`src/rtl/mul_result_stage_if.sv`:
```
// Bundle between the M/W pipeline control and the multiply result stage.
// The pipeline side drives the M-stage product and controls; the stage returns W-stage results.
interface mul_result_stage_if #(
   parameter int unsigned XLEN = 64
);
   logic                stallw;
   logic                flushw;
   logic                mulm;
   logic [2:0]          funct3m;
   logic                w64m;
   logic [4:0]          rdm;
   logic [2*XLEN-1:0]   prodm;
   logic [4:0]          rs1e;
   logic [4:0]          rs2e;
   logic                muldepstalle;
   logic [XLEN-1:0]     mulresultw;
   logic                mulvalidw;
   logic [4:0]          mulrdw;

   modport master (
      output stallw, flushw, mulm, funct3m, w64m, rdm, prodm, rs1e, rs2e,
      input  muldepstalle, mulresultw, mulvalidw, mulrdw
   );

   modport slave (
      input  stallw, flushw, mulm, funct3m, w64m, rdm, prodm, rs1e, rs2e,
      output muldepstalle, mulresultw, mulvalidw, mulrdw
   );
endinterface

```
`src/rtl/mul_result_stage.sv`:
```
// Selects MUL/MULH/MULHSU/MULHU/MULW from the full product, registers it into W,
// and flags E-stage readers of a multiply still sitting in M.
module mul_result_stage #(
   parameter int unsigned XLEN = 64
) (
   input logic                clk,
   input logic                reset,
   mul_result_stage_if.slave  bus
);

   logic            w64_eff;
   logic [XLEN-1:0] res_m;
   logic [XLEN-1:0] result_q;
   logic            valid_q;
   logic [4:0]      rd_q;

   // Word ops only exist on RV64; on RV32 the W64 input is ignored.
   if (XLEN == 64) begin : g_rv64
      assign w64_eff = bus.w64m;
   end else begin : g_rv32
      assign w64_eff = 1'b0;
   end

   always_comb begin
      res_m = bus.prodm[XLEN-1:0];
      if (w64_eff) begin
         res_m = XLEN'({{32{bus.prodm[31]}}, bus.prodm[31:0]});
      end else if (bus.funct3m != 3'b000) begin
         res_m = bus.prodm[2*XLEN-1:XLEN];
      end
   end

   // The product only exists after the M-stage adders, so a dependent E instruction waits.
   assign bus.muldepstalle = bus.mulm & (bus.rdm != 5'd0) &
                             ((bus.rs1e == bus.rdm) | (bus.rs2e == bus.rdm));

   always_ff @(posedge clk) begin
      if (reset) begin
         result_q <= '0;
         valid_q  <= 1'b0;
         rd_q     <= 5'd0;
      end else if (!bus.stallw) begin
         if (bus.flushw) begin
            result_q <= '0;
            valid_q  <= 1'b0;
            rd_q     <= 5'd0;
         end else begin
            result_q <= res_m;
            valid_q  <= bus.mulm;
            rd_q     <= bus.rdm;
         end
      end
   end

   assign bus.mulresultw = result_q;
   assign bus.mulvalidw  = valid_q;
   assign bus.mulrdw     = rd_q;

endmodule

```
`src/flat_wrapper.sv`:
```
// flat-port wrapper written by rule: the top's interface ports become plain ports
module mul_result_stage_flat 
#(
   parameter int unsigned XLEN = 64
)
  (clk, reset, bus_stallw, bus_flushw, bus_mulm, bus_funct3m, bus_w64m, bus_rdm, bus_prodm, bus_rs1e, bus_rs2e, bus_muldepstalle, bus_mulresultw, bus_mulvalidw, bus_mulrdw);
  mul_result_stage_if #(.XLEN(XLEN)) bus_i ();
  input logic clk;
  input logic reset;
  input wire logic [$bits(bus_i.stallw)-1:0] bus_stallw;
  input wire logic [$bits(bus_i.flushw)-1:0] bus_flushw;
  input wire logic [$bits(bus_i.mulm)-1:0] bus_mulm;
  input wire logic [$bits(bus_i.funct3m)-1:0] bus_funct3m;
  input wire logic [$bits(bus_i.w64m)-1:0] bus_w64m;
  input wire logic [$bits(bus_i.rdm)-1:0] bus_rdm;
  input wire logic [$bits(bus_i.prodm)-1:0] bus_prodm;
  input wire logic [$bits(bus_i.rs1e)-1:0] bus_rs1e;
  input wire logic [$bits(bus_i.rs2e)-1:0] bus_rs2e;
  output wire logic [$bits(bus_i.muldepstalle)-1:0] bus_muldepstalle;
  output wire logic [$bits(bus_i.mulresultw)-1:0] bus_mulresultw;
  output wire logic [$bits(bus_i.mulvalidw)-1:0] bus_mulvalidw;
  output wire logic [$bits(bus_i.mulrdw)-1:0] bus_mulrdw;
  assign bus_i.stallw = bus_stallw;
  assign bus_i.flushw = bus_flushw;
  assign bus_i.mulm = bus_mulm;
  assign bus_i.funct3m = bus_funct3m;
  assign bus_i.w64m = bus_w64m;
  assign bus_i.rdm = bus_rdm;
  assign bus_i.prodm = bus_prodm;
  assign bus_i.rs1e = bus_rs1e;
  assign bus_i.rs2e = bus_rs2e;
  assign bus_muldepstalle = bus_i.muldepstalle;
  assign bus_mulresultw = bus_i.mulresultw;
  assign bus_mulvalidw = bus_i.mulvalidw;
  assign bus_mulrdw = bus_i.mulrdw;
  mul_result_stage #(.XLEN(XLEN)) u_core (.clk(clk), .reset(reset), .bus(bus_i));
endmodule
```
`config.mk`:
```
export PLATFORM = sky130hd
export DESIGN_NAME = mul_result_stage_flat
export DESIGN_NICKNAME = d
export VERILOG_FILES = /design/src/rtl/mul_result_stage_if.sv /design/src/rtl/mul_result_stage.sv /design/src/flat_wrapper.sv
export SDC_FILE = /design/constraint.sdc
export NUM_CORES = 1
export LEC_CHECK = 0
export CORE_MARGIN = 5
export CORE_UTILIZATION = 35
export CTS_CLUSTER_SIZE = 20
export DETAILED_ROUTE_END_ITERATION = 10
export PLACE_DENSITY = 0.81
export SLEW_MARGIN = 25
export SYNTH_ARGS = -nofsm -noshare
export SYNTH_HDL_FRONTEND = slang
export SYNTH_SLANG_ARGS = --single-unit
export TNS_END_PERCENT = 50
```
`constraint.sdc`:
```
create_clock -name clk -period 1.65 [get_ports clk]
set_input_delay 0.33 -clock clk [delete_from_list [all_inputs] [get_ports clk]]
set_output_delay 0.33 -clock clk [all_outputs]
set_load 0.01 [all_outputs]
```
==> results of run 1 <==
power by group:
part           total, mW  internal (mW)  switching, mW
clock network       1.67           1.01          0.654
logic              0.935          0.604          0.331
registers           1.80           1.77         0.0374
cell families after synthesis:
kind of cell	Yosys count	synth area share
flops	70	0.4455
mux	32	0.1018
buf+inv	29	0.05489
simple gates	113	0.1703
xor+xnor	10	0.02784
compound gates	105	0.1997
sequential cells by signal, summed over array words and instances (netlist names):
signal                 flops
u_core.bus.mulresultw     64
u_core.bus.mulrdw          5
u_core.bus.mulvalidw       1
critical path: cells and delay by family:
kind | cells | cell delay (ns)
AND/OR/NAND/NOR | 1 | 0.56
AO/OA/AOI/OAI | 2 | 0.21
buffers and inverters | 2 | 0.23
timing repair:
item / 4_1_cts / 5_1_grt
buffers inserted: 0 / 3
hold endpoints to repair: 0 / 0
gates resized for setup: 35 / 7
cloned: 0 / 1
pin swaps: 8 / 8
endpoints found under the setup margin: 1 / 23
per-layer routing:
metal  vias to the layer above  wire length, µm
met1                      1483             3948
met5                         -                0
met2                       150             5400
met4                         0              286
met3                        24             1032
li1                       1699                -
worst min path at each step:
stage	start	to	cells past startpoint
floorplan	reset	u_core.bus.mulrdw[0]	1
global placement	u_core.bus.mulresultw[15]	u_core.bus.mulresultw[15]	2
detailed placement	u_core.bus.mulresultw[13]	u_core.bus.mulresultw[13]	2
CTS	bus_rdm[3]	u_core.bus.mulrdw[3]	3
global route	bus_rdm[0]	u_core.bus.mulrdw[0]	3
finish	bus_rdm[3]	u_core.bus.mulrdw[3]	3
cells in the final DEF, fill, tap and decap left out, drive strengths merged, types with 2 or more instances in the layout:
master	count
dfxtp	70
bufinv	3
xnor2	4
clkdlybuf4s50	206
nand3	2
nand2	64
nor2b	33
inv	3
nor2	8
dlygate4sd2	4
a22oi	5
a211oi	32
xor2	6
mux2i	32
clkdlybuf4s15	4
nor3	3
a21oi	2
o21ai	65
dlymetal6s2s	3
buf	26
clkbuf	10
layout make-up:
cell class                 count  share of cell area
tap                          108             0.02319
clock buffer                   9             0.02126
timing repair buffer         244              0.4196
sequential                    70              0.2405
inverter                       1           0.0006442
multi-input combinational    260              0.2742
clock inverter                 7             0.02061
through the flow:
step                hold WS [ns]  setup slack [ns]
floorplan                 0.4024            0.2681
global placement          0.4345           -0.6825
detailed placement        0.4411           -0.7767
CTS                       0.2361           0.01134
global route              0.2430          -0.04173
finish                    0.2496          -0.01178
==> impl_metrics.tcl, run 1 <==
set metrics [dict create \
    maxSlewViolCount 0 \
    startpoint "bus_rdm[3]" \
    ys_top_cells_by_count "dfxtp_1, nand2_1, o21ai_0, nor2b_1" \
    syn_avg_cell_area_um2 8.762 \
    gp_congestion 0.7874 \
    die_y_um 104.8 \
    num_rows 34 \
    grt_usage 0.1843 \
    crit_fanout 4 \
    startpoint_type "input pin" \
    worst_slew_pin_slew_ns 0.3765 \
    synth_top_cell_by_area "dfxtp_1" \
    placed_cell_area_mm2 0.005538 \
    grt_pass1_vias 3451 \
    cts_root_buffer "clkbuf_8" \
    antenna_found_initial 0 \
    power_density_mw_per_mm2 756.0 \
    synth-edff-count 0 \
    multiInputGateArea_mm2 0.001598 \
    firstDrtPassIters 4 \
    post_drt_via_cell_ratio 4.801 \
    yosys_most_used_dff "dfxtp_1" \
    yosysWarnings 0 \
    r2r_slack_ns 0.96 \
    setup_viol 1 \
    clockBufferDepth 2 \
    wl_per_cell_um 15.26 \
    worst_clock_skew_ns 0 \
    final_cells 699 \
    cts_tree "done" \
    ys_seq_area_frac 0.4455 \
    setup-tns-final_ns -0.01178 \
    power_mw 4.405 \
    dpl.cell_count 679 \
    crit_path_end_kind "output port" \
    slowest_delay_ns 0.56 \
    crit_type "input pin to output port" \
    finalHoldViolCount 0 \
    cts_buffers 9 \
    grt_max_degree 47 \
    overflow 0 \
    synth_cells 359 \
    start_util 0.3607 \
    num_io_pins 223 \
    syn_nets 511 \
    rr_startpoint "u_core.bus.mulrdw[4]" \
    maxSlewHeadroom 0.7481 \
    area_growth_pct 85.24 \
    final_cell_area_mm2 0.005827 \
    routed_wl_mm 10.67 \
    r2r_cells 2 \
    die_area_mm2 0.01098 \
    cp_cell_sequence "buf_6 -> or4_1 -> o21ai_2 -> a21oi_2 -> buf_2" \
    synth_cell_types 26 \
    use_met1 0.1884 \
    drive_gt1_frac 0.08460 \
    port_buffers 222 \
    fin_crit_ns 1.662 \
    timing.final.crit_share 1.007 \
    routed-via-count 3356 \
    ys_async_sr_fraction 0 \
    grtUsageMet2 0.3363 \
    worst_ep_arrival_time_ns 1.33 \
    cts_sinks 70 \
    cpMaxStageDelayCell "or4_1" \
    synth_top_area_frac 0.4455 \
    fmax_mhz 601.8 \
    synth-seq-cells 70 \
    r2r-end "u_core.bus.mulrdw[4]" \
    leakage_nw 2.238 \
    die_w_um 104.8 \
    fill_cells 736 \
    drtIter0Drc 86 \
    met3_usage 0.06782 \
    coreArea_mm2 0.008721 \
    status "complete, but fails checks" \
    holdBufCountCts 0 \
    violations "negative setup slack" \
    diodes 0 \
    cts.clk_slew.worst_paths_ns 0.08 \
    grt_pass1_wl_mm 16.72 \
    busiest_layer "met2" \
    ant_nets 0 \
    final_util 0.6681 \
    yosysMostFrequentCell "dfxtp_1" \
    cap_violations 0 \
    min_path_type "input pin to register" \
    netlist_area_mm2 0.003146 \
    worst_slack_ns -0.01178 \
    hpwl_mm 8.621 \
    insertion_delay_ns 0.33 \
    final_nets 738 \
    irDropWorstVdd_mv 0.4459 \
    synthTopCellsByArea "dfxtp_1, mux2i_1, a211oi_1" \
    regArea_mm2 0.001401 \
    drcViolationCount 0 \
    htreeDepth 3 \
    required_ns 1.32 \
    worstSetupEndpoint "bus_muldepstalle" \
]
No activity file was read; power rests on OpenSTA's default activity.
==> run 2, diff against run 1 <==
- CAP_MARGIN: not set -> 20
==> results of run 2 <==
Same layout as run 1: the final DEF is identical, and so are final timing and power.
